[src/rtl/csa_window_accumulator.sv]
// csa_window_accumulator: time-shares one K-operand carry-save reduction across multi-beat windows and emits one sum per window.
// Ports: clk/rst_n (async active-low); clear aborts the current window; cfg_passes = beats per window, sampled on the first beat;
//   in_valid/in_ready/in_data carry K operands per beat; out_valid/out_ready/out_sum/out_ovf hold the window result; busy = window in progress.
module csa_window_accumulator #(
  parameter int W     = 4,
  parameter int K     = 3,
  parameter int P_MAX = 16,
  parameter int ACC_W = 10,
  parameter int PW    = 5
) (
  input  logic             clk,
  input  logic             rst_n,
  input  logic             clear,
  input  logic [PW-1:0]    cfg_passes,
  input  logic             in_valid,
  output logic             in_ready,
  input  logic [K*W-1:0]   in_data,
  output logic             out_valid,
  input  logic             out_ready,
  output logic [ACC_W-1:0] out_sum,
  output logic             out_ovf,
  output logic             busy
);
  typedef enum logic {IDLE, ACC} state_t;
  state_t state_q, state_d;
  logic [PW-1:0] cnt_q, cnt_d, n_q, n_d, n_eff;
  logic [ACC_W-1:0] acc_q, acc_d, sum_q, sum_d;
  logic ovf_q, ovf_d, oovf_q, oovf_d, ov_q, ov_d;
  logic [ACC_W:0] beat, total;
  logic last, accept, ovf_new;
  // Chain of 3:2 compressors folding one operand per stage, then a single carry-propagate add.
  function automatic logic [ACC_W:0] beat_sum(input logic [K*W-1:0] d);
    logic [ACC_W:0] s, c, op, t;
    s = '0;
    c = '0;
    for (int j = 0; j < K; j++) begin
      op = '0;
      op[W-1:0] = d[j*W +: W];
      t = s ^ c ^ op;
      c = ((s & c) | (s & op) | (c & op)) << 1;
      s = t;
    end
    return s + c;
  endfunction
  assign beat = beat_sum(in_data);
  assign n_eff = cfg_passes == '0 ? PW'(1) : (cfg_passes > PW'(P_MAX) ? PW'(P_MAX) : cfg_passes);
  assign last = state_q == IDLE ? n_eff == PW'(1) : cnt_q == n_q - PW'(1);
  // A last beat may only enter when the output register is free or being drained this cycle.
  assign in_ready = !clear && !(last && ov_q && !out_ready);
  assign accept = in_valid && in_ready;
  assign total = (state_q == IDLE ? '0 : {1'b0, acc_q}) + beat;
  assign ovf_new = (state_q == ACC && ovf_q) | total[ACC_W];
  assign out_valid = ov_q;
  assign out_sum = sum_q;
  assign out_ovf = oovf_q;
  assign busy = cnt_q != '0;
  always_comb begin
    state_d = state_q;
    cnt_d = cnt_q;
    n_d = n_q;
    acc_d = acc_q;
    ovf_d = ovf_q;
    sum_d = sum_q;
    oovf_d = oovf_q;
    ov_d = ov_q && !out_ready;
    if (clear) begin
      state_d = IDLE;
      cnt_d = '0;
      acc_d = '0;
      ovf_d = 1'b0;
    end else if (accept && last) begin
      state_d = IDLE;
      cnt_d = '0;
      sum_d = total[ACC_W-1:0];
      oovf_d = ovf_new;
      ov_d = 1'b1;
    end else if (accept) begin
      state_d = ACC;
      cnt_d = cnt_q + PW'(1);
      acc_d = total[ACC_W-1:0];
      ovf_d = ovf_new;
      n_d = state_q == IDLE ? n_eff : n_q;
    end
  end
  always_ff @(posedge clk or negedge rst_n) begin
    if (!rst_n) begin
      state_q <= IDLE;
      cnt_q <= '0;
      n_q <= '0;
      acc_q <= '0;
      ovf_q <= 1'b0;
      sum_q <= '0;
      oovf_q <= 1'b0;
      ov_q <= 1'b0;
    end else begin
      state_q <= state_d;
      cnt_q <= cnt_d;
      n_q <= n_d;
      acc_q <= acc_d;
      ovf_q <= ovf_d;
      sum_q <= sum_d;
      oovf_q <= oovf_d;
      ov_q <= ov_d;
    end
  end
endmodule

[config.mk]
export PLATFORM = sky130hd
export DESIGN_NAME = csa_window_accumulator
export DESIGN_NICKNAME = d
export VERILOG_FILES = /design/src/rtl/csa_window_accumulator.sv
export SDC_FILE = /design/constraint.sdc
export NUM_CORES = 1
export LEC_CHECK = 0
export ABC_CLOCK_PERIOD_IN_PS = 2900
export CAP_MARGIN = 20
export CORE_MARGIN = 2
export CORE_UTILIZATION = 30
export CTS_CLUSTER_SIZE = 30
export DETAILED_ROUTE_END_ITERATION = 10
export PLACE_DENSITY_LB_ADDON = 0.08
export SYNTH_ARGS = -nofsm -noshare
export SYNTH_HDL_FRONTEND = slang
export SYNTH_SLANG_ARGS = --single-unit
[constraint.sdc]
create_clock -name clk -period 2.9 [get_ports clk]
set_input_delay 0.58 -clock clk [delete_from_list [all_inputs] [get_ports clk]]
set_output_delay 0.58 -clock clk [all_outputs]
set_load 0.03 [all_outputs]
==> flow_summary.json, run 1 <==
{
  "grt_pass1_vias": 1978,
  "fin_hold_ws_ns": 0.504,
  "rows": 31,
  "fin_ws_ns": -0.311,
  "fin_crit_ns": 3.21,
  "drt_first_pass_iters": 4,
  "reg2reg_to": "acc_q[6]",
  "num_io_pins": 36,
  "fin_cells": 403,
  "setup_tns_ns": -2.97,
  "place_inst": 388,
  "drv_cap": 0,
  "ir_worst_vdd_v": 0.000283,
  "synth_edf_count": 0,
  "synth_area_per_cell_um2": 9.86,
  "seq_area_um2": 851,
  "reg2reg_from": "state_q",
  "drive_gt1_share_pct": 34.5,
  "gr-usage-met1_pct": 21.1,
  "cts_tree": "yes",
  "preCtsSetupSlack_ns": -1.08,
  "total_power_uw": 1950,
  "cts_hold_buf": 0,
  "nets": 347,
  "outcome": "finished with violations",
  "setup_violations": 17,
  "reg2reg_depth": 11,
  "ys_types": 49,
  "hold_path_class": "register to register",
  "internal-power_uw": 1290,
  "ys_warn_count": 0,
  "drt_iter0_markers": 56,
  "syn_area_mm2": 0.00229,
  "fin_skew_ns": 0.00821,
  "seq_power_share_pct": 29.7,
  "antenna_found_initial": 0,
  "p_per_area_mw_per_mm2": 576,
  "cp.required_ns": 3.08,
  "port-buffer-count": 35,
  "fp.dieArea_mm2": 0.00834,
  "timing.slew.headroom_pct": 63.6,
  "p_comb_share_pct": 42.6,
  "drc": 0,
  "root_buffer": "clkbuf_8",
  "crit_path_end_kind": "register",
  "final_common_cell": "dfrtp_1",
  "antenna_cells": 0,
  "cts_htree_levels": 2,
  "synth-simple-area-share_pct": 17.5,
  "crit_fanout": 2,
  "critPathKind": "input pin to register",
  "synthMuxAreaShare_pct": 5.25,
  "gr-usage-met2_pct": 23.0,
  "worstSetupStartpointType": "input pin",
  "critPathCapture": "out_sum[7]",
  "hold_violations": 0,
  "cts_buffers": 5,
  "post-dp-hpwl_mm": 4.28,
  "top_usage_layer": "met2",
  "ys_seq_area_share_pct": 37.2,
  "clock_latency_ns": 0.29,
  "die_y_um": 91.3,
  "hold_start": "n_q[1]",
  "vias": 1907,
  "grtUsageMet3_pct": 2.99,
  "wl_per_cell_um": 14.4,
  "grt.overflow.total": 0,
  "coreArea_mm2": 0.00733,
  "rsz0062_at_grt": "yes",
  "routed_wl_mm": 5.81,
  "cts.sink_count": 34,
  "ant_nets": 0,
  "layout_common_cells": "dfrtp_1, buf_4, nand2_1",
  "synth_compound_area_share_pct": 17.5,
  "ys.flop_type": "dfrtp_1",
  "multi_input_area_mm2": 0.00158,
  "area_growth_pct": 48.4,
  "violations": "setup timing",
  "max_clock_freq_mhz": 311,
  "gp_congestion": 0.774,
  "slew_violations": 0,
  "initial_core_util_pct": 31.2,
  "clock_path_buffers": 2,
  "synth_fp_nets": 276,
  "tightestPinTransition_ns": 0.543,
  "p_leak_uw": 0.00150,
  "track_usage_pct": 14.7,
  "swShare_pct": 33.9,
  "grt_pass1_wl_mm": 9.80,
  "ys_seq_elements": 34,
  "synthCells": 232,
  "clk_pin_slew_ns": 0.07,
  "synthArstFlopShare_pct": 100,
  "synth_top_family_by_area": "simple AND/OR/NAND/NOR gates",
  "p_clk_share_pct": 27.6,
  "synth-adder-area-share_pct": 14.7,
  "fillCellCount": 697,
  "synth_xor_area_share_pct": 3.06,
  "finalCritPeriodShare_pct": 111,
  "crit_path_start": "in_data[5]",
  "routed_via_density": 4.73,
  "crit_arrival_ns": 3.39,
  "grt_max_degree": 35,
  "die_x_um": 91.3,
  "r2r_slack_ns": 0.22,
  "p_switching_uw": 663
}
-- layout make-up --
type / count / area share [%]
Inverter: 23 / 2.54
Timing Repair Buffer: 69 / 18.0
Clock buffer: 5 / 2.03
Clock inverter: 3 / 2.03
Sequential cell: 34 / 25.1
Tap cell: 99 / 3.65
Multi-Input combinational cell: 170 / 46.6
-- power by group through the flow --
stage / Sequential [uW] / Clock, uW / Combinational [uW]
floorplan: 656 / 0 / 343
global placement: 590 / 0 / 671
detailed placement: 590 / 0 / 668
CTS: 582 / 549 / 776
global route: 592 / 577 / 906
finish: 581 / 540 / 833
-- per-stage QoR --
stage | cell area [um^2] | utilization, %
after detailed placement | 3020 | 41.2
after global placement | 3020 | 41.2
after global routing | 3390 | 46.3
after CTS | 3280 | 44.8
after floorplan | 2370 | -
final | 3390 | 46.3
-- Yosys cell counts (all sizes together) (3+ instances only) --
library cell / n / area [um^2]
nor3: 7 / 40.0
o21ai: 13 / 68.8
nand2: 27 / 101
nor2: 13 / 63.8
mux2: 8 / 90.1
dfrtp: 34 / 851
and2: 4 / 25.0
a21oi: 11 / 66.3
fa: 8 / 160
nand3: 8 / 40.0
ha: 14 / 175
a22o: 3 / 26.3
mux2i: 3 / 30.0
nand2b: 9 / 56.3
inv: 23 / 86.3
xor2: 6 / 52.6
o31ai: 6 / 50.1
buf: 3 / 17.5
-- per-layer routing --
metal | share of wire [%] | up-vias
li1 | - | 953
met1 | 49 | 914
met2 | 47 | 34
met3 | 3.7 | 6
met4 | 1.0 | 0
met5 | 0 | -
-- critical path, stage by stage --
cell      delay (ns)
buf_6           0.09
ha_4            0.22
fa_1            0.50
inv_2           0.04
fa_1            0.51
inv_2           0.05
ha_4            0.15
fa_2            0.38
a21oi_4         0.16
nand2b_4        0.17
a21oi_4         0.06
mux2i_2         0.18
mux2_4          0.27
-- state kept, by name, indices dropped and copies added (netlist names) --
register and cells:
acc_q 10, out_sum 10, cnt_q 5, n_q 5
out_ovf 1, out_valid 1, ovf_q 1, state_q 1
-- cell families after synthesis --
logic type | after synthesis
muxes | 11
buffers and inverters | 28
xor gates and xnor gates | 8
and+or+nand+nor | 77
DFF | 34
AOI/OAI and AO/OA | 52
adders and majority gates | 22
-- worst min-delay path by stage --
stage | end | cells past startpoint
after floorplan | acc_q[0] | 0
after global placement | acc_q[5] | 1
after detailed placement | acc_q[0] | 1
after CTS | acc_q[5] | 1
after global routing | out_sum[0] | 1
final | n_q[1] | 2
-- repair_timing --
item	CTS	global route
pin swaps	28	20
setup buffers	5	2
resized for setup	61	18
setup endpoints to repair	19	17
No activity file was read; power rests on OpenSTA's default activity.
==> run 2, diff against run 1 <==
--- a/config.mk
+++ b/config.mk
@@ -11,6 +11,7 @@
 export CORE_UTILIZATION = 30
 export CTS_CLUSTER_SIZE = 30
 export DETAILED_ROUTE_END_ITERATION = 10
+export GPL_ROUTABILITY_DRIVEN = 0
 export PLACE_DENSITY_LB_ADDON = 0.08
 export SYNTH_ARGS = -nofsm -noshare
 export SYNTH_HDL_FRONTEND = slang
==> constraint.sdc (replaced) <==
create_clock -name clk -period 2.9 [get_ports clk]
set_input_delay 0.29 -clock clk [delete_from_list [all_inputs] [get_ports clk]]
set_output_delay 0.29 -clock clk [all_outputs]
set_load 0.03 [all_outputs]
==> run 2 against run 1 <==
The flow now finishes without violations; hold slack got worse by 0.099 ns; largest power group unchanged; flip-flop and latch count unchanged; sequential share of layout area increased by 2.6 points; combinational power decreased by 19%; power decreased by 13%; clock-buffer cell count increased by 1; critical endpoint is now out_sum[9]; core utilization decreased by 4.4 points; register-to-register slack improved by 0.04 ns; via count decreased by 2.8%.
==> flow_summary.json, run 2 (synthesis gave the netlist of run 1 again) <==
{
  "outcome": "completed",
  "tightestPinTransition_ns": 0.453,
  "grt_max_degree": 35,
  "grt_pass1_wl_mm": 9.27,
  "routed_wl_mm": 5.51,
  "crit_fanout": 2,
  "cts.sink_count": 34,
  "clk_pin_slew_ns": 0.08,
  "p_leak_uw": 0.00137,
  "rows": 31,
  "port-buffer-count": 35,
  "preCtsSetupSlack_ns": -0.756,
  "crit_arrival_ns": 3.09,
  "hold_violations": 0,
  "antenna_found_initial": 0,
  "fp.dieArea_mm2": 0.00834,
  "fin_ws_ns": 0.00953,
  "slew_violations": 0,
  "routed_via_density": 4.80,
  "worst-path-buf-inv": 3,
  "cts_buffers": 5,
  "ant_nets": 0,
  "crit_chain": "buf_6 > ha_4 > fa_1 > inv_1 > fa_1 > inv_2 > ha_4 > fa_2 > a21oi_4 > o21ai_2 > o2111ai_2 > xnor2_1 > nand2_1 > o31ai_1",
  "coreArea_mm2": 0.00733,
  "drc": 0,
  "vias": 1853,
  "grt.overflow.total": 0,
  "layout_common_cells": "dfrtp_1, nand2_1, clkdlybuf4s50_1",
  "cts_hold_buf": 0,
  "critical_path_depth": 14,
  "p_per_area_mw_per_mm2": 553,
  "hold_path_class": "input pin to asynchronous set/reset pin",
  "root_buffer": "clkbuf_8",
  "worstSetupStartpointType": "input pin",
  "ir_worst_vdd_v": 0.000247,
  "critPathKind": "input pin to register",
  "critPathMaxStageDelay_ns": 0.49,
  "num_io_pins": 36,
  "antenna_cells": 0,
  "post-dp-hpwl_mm": 4.16,
  "clock_path_buffers": 2,
  "fin_hold_ws_ns": 0.405,
  "finalCritPeriodShare_pct": 99.7,
  "cts_htree_levels": 2,
  "fin_crit_ns": 2.89,
  "worst_path_dominant_cell_family": "adder cells",
  "grt_pass1_vias": 1845,
  "die_y_um": 91.3,
  "cp.required_ns": 3.10,
  "fillCellCount": 721,
  "wl_per_cell_um": 14.3,
  "critical_path.slowest_cell": "fa_1",
  "initial_core_util_pct": 31.2,
  "nets": 330,
  "drv_cap": 0,
  "die_x_um": 91.3,
  "rsz0062_at_grt": "yes",
  "reg2reg_depth": 11,
  "fin_skew_ns": 0.0118,
  "final_common_cell": "dfrtp_1",
  "timing.slew.headroom_pct": 69.8,
  "drt_iter0_markers": 57,
  "drt_first_pass_iters": 4,
  "setup_violations": 0,
  "crit_path_end_kind": "register",
  "drive_gt1_share_pct": 24.7,
  "clock_latency_ns": 0.29,
  "area_growth_pct": 34.4,
  "max_clock_freq_mhz": 346,
  "track_usage_pct": 14.0,
  "cts_tree": "yes"
}
run 2: changes by cell type in the layout (fill, tap and decap cells not counted), sizes merged:
| cell | delta |
|---|---|
| buf | -19 |
| clkbuf | +3 |
| dlygate4sd2 | -2 |
| bufinv | -1 |
| clkdlybuf4s50 | +1 |
| clkinv | -1 |
| clkinvlp | +1 |
| dlymetal6s2s | +1 |
run 2: area by class of cell:
| class | instances | area, um^2 | area share [%] |
|---|---|---|---|
| Tap cell | 99 | 124 | 4.03 |
| Inverter | 23 | 86.3 | 2.81 |
| Multi-Input combinational cell | 170 | 1440 | 46.8 |
| Timing Repair Buffer | 52 | 463 | 15.1 |
| Sequential cell | 34 | 851 | 27.7 |
| Clock inverter | 2 | 37.5 | 1.22 |
| Clock buffer | 6 | 72.6 | 2.36 |
run 2: worst reg2reg max path, cell delays in order (launching register included):
cell and delay [ns]:
dfrtp_1 0.40, buf_12 0.17, nand2_1 0.09, fa_1 0.55, inv_2 0.06, fa_2 0.41, a21oi_4 0.15, o21ai_2 0.08
o2111ai_2 0.20, xnor2_1 0.14, nand2_1 0.08, o31ai_1 0.23
run 2: what timing repair did:
| action | in CTS | in global routing |
|---|---|---|
| endpoints found under the setup margin | 16 | 10 |
| buffers inserted | 1 | 1 |
| endpoints found under the hold margin | 0 | 0 |
| resized for setup | 37 | 12 |
| pin swaps | 28 | 17 |
run 2: where the power goes:
part | total [uW] | switching [uW] | internal [uW] | leakage [uW]
sequential | 581 | 41.8 | 539 | 0.000456
clock | 441 | 185 | 257 | 0.0000514
combinational | 678 | 367 | 311 | 0.000867
run 2: metrics by stage:
stage          power (uW)  area (um^2)  util [%]  setup TNS [ns]  instances
2_1_floorplan         975         2320         -          -0.150        232
3_3_place_gp         1220         2890      39.5           -9.10        376
3_5_place_dp         1220         2890      39.5           -9.44        376
4_1_cts              1700         3030      41.3               0        385
5_1_grt              1820         3070      41.9          -0.156        386
6_report             1700         3070      41.9               0        386
run 2: per-layer routing:
layer	track usage (%)	part of all wire (%)	wire length [um]	up-vias
li1	-	-	-	924
met5	0	0	0	-
met1	20.3	49	2700	893
met2	21.4	47	2610	34
met4	3.03	0.38	21	0
met3	2.90	3.2	176	2
run 2: worst paths after layout:
path,startpoint,endpoint,slack [ns]
max,in_data[5],out_sum[9],0.01
min,rst_n,n_q[1],0.40
max reg2reg,state_q,out_sum[9],0.26
min reg2reg,acc_q[0],acc_q[0],0.51
max in group asynchronous,rst_n,acc_q[6],2.16
min in group clk,acc_q[0],acc_q[0],0.51
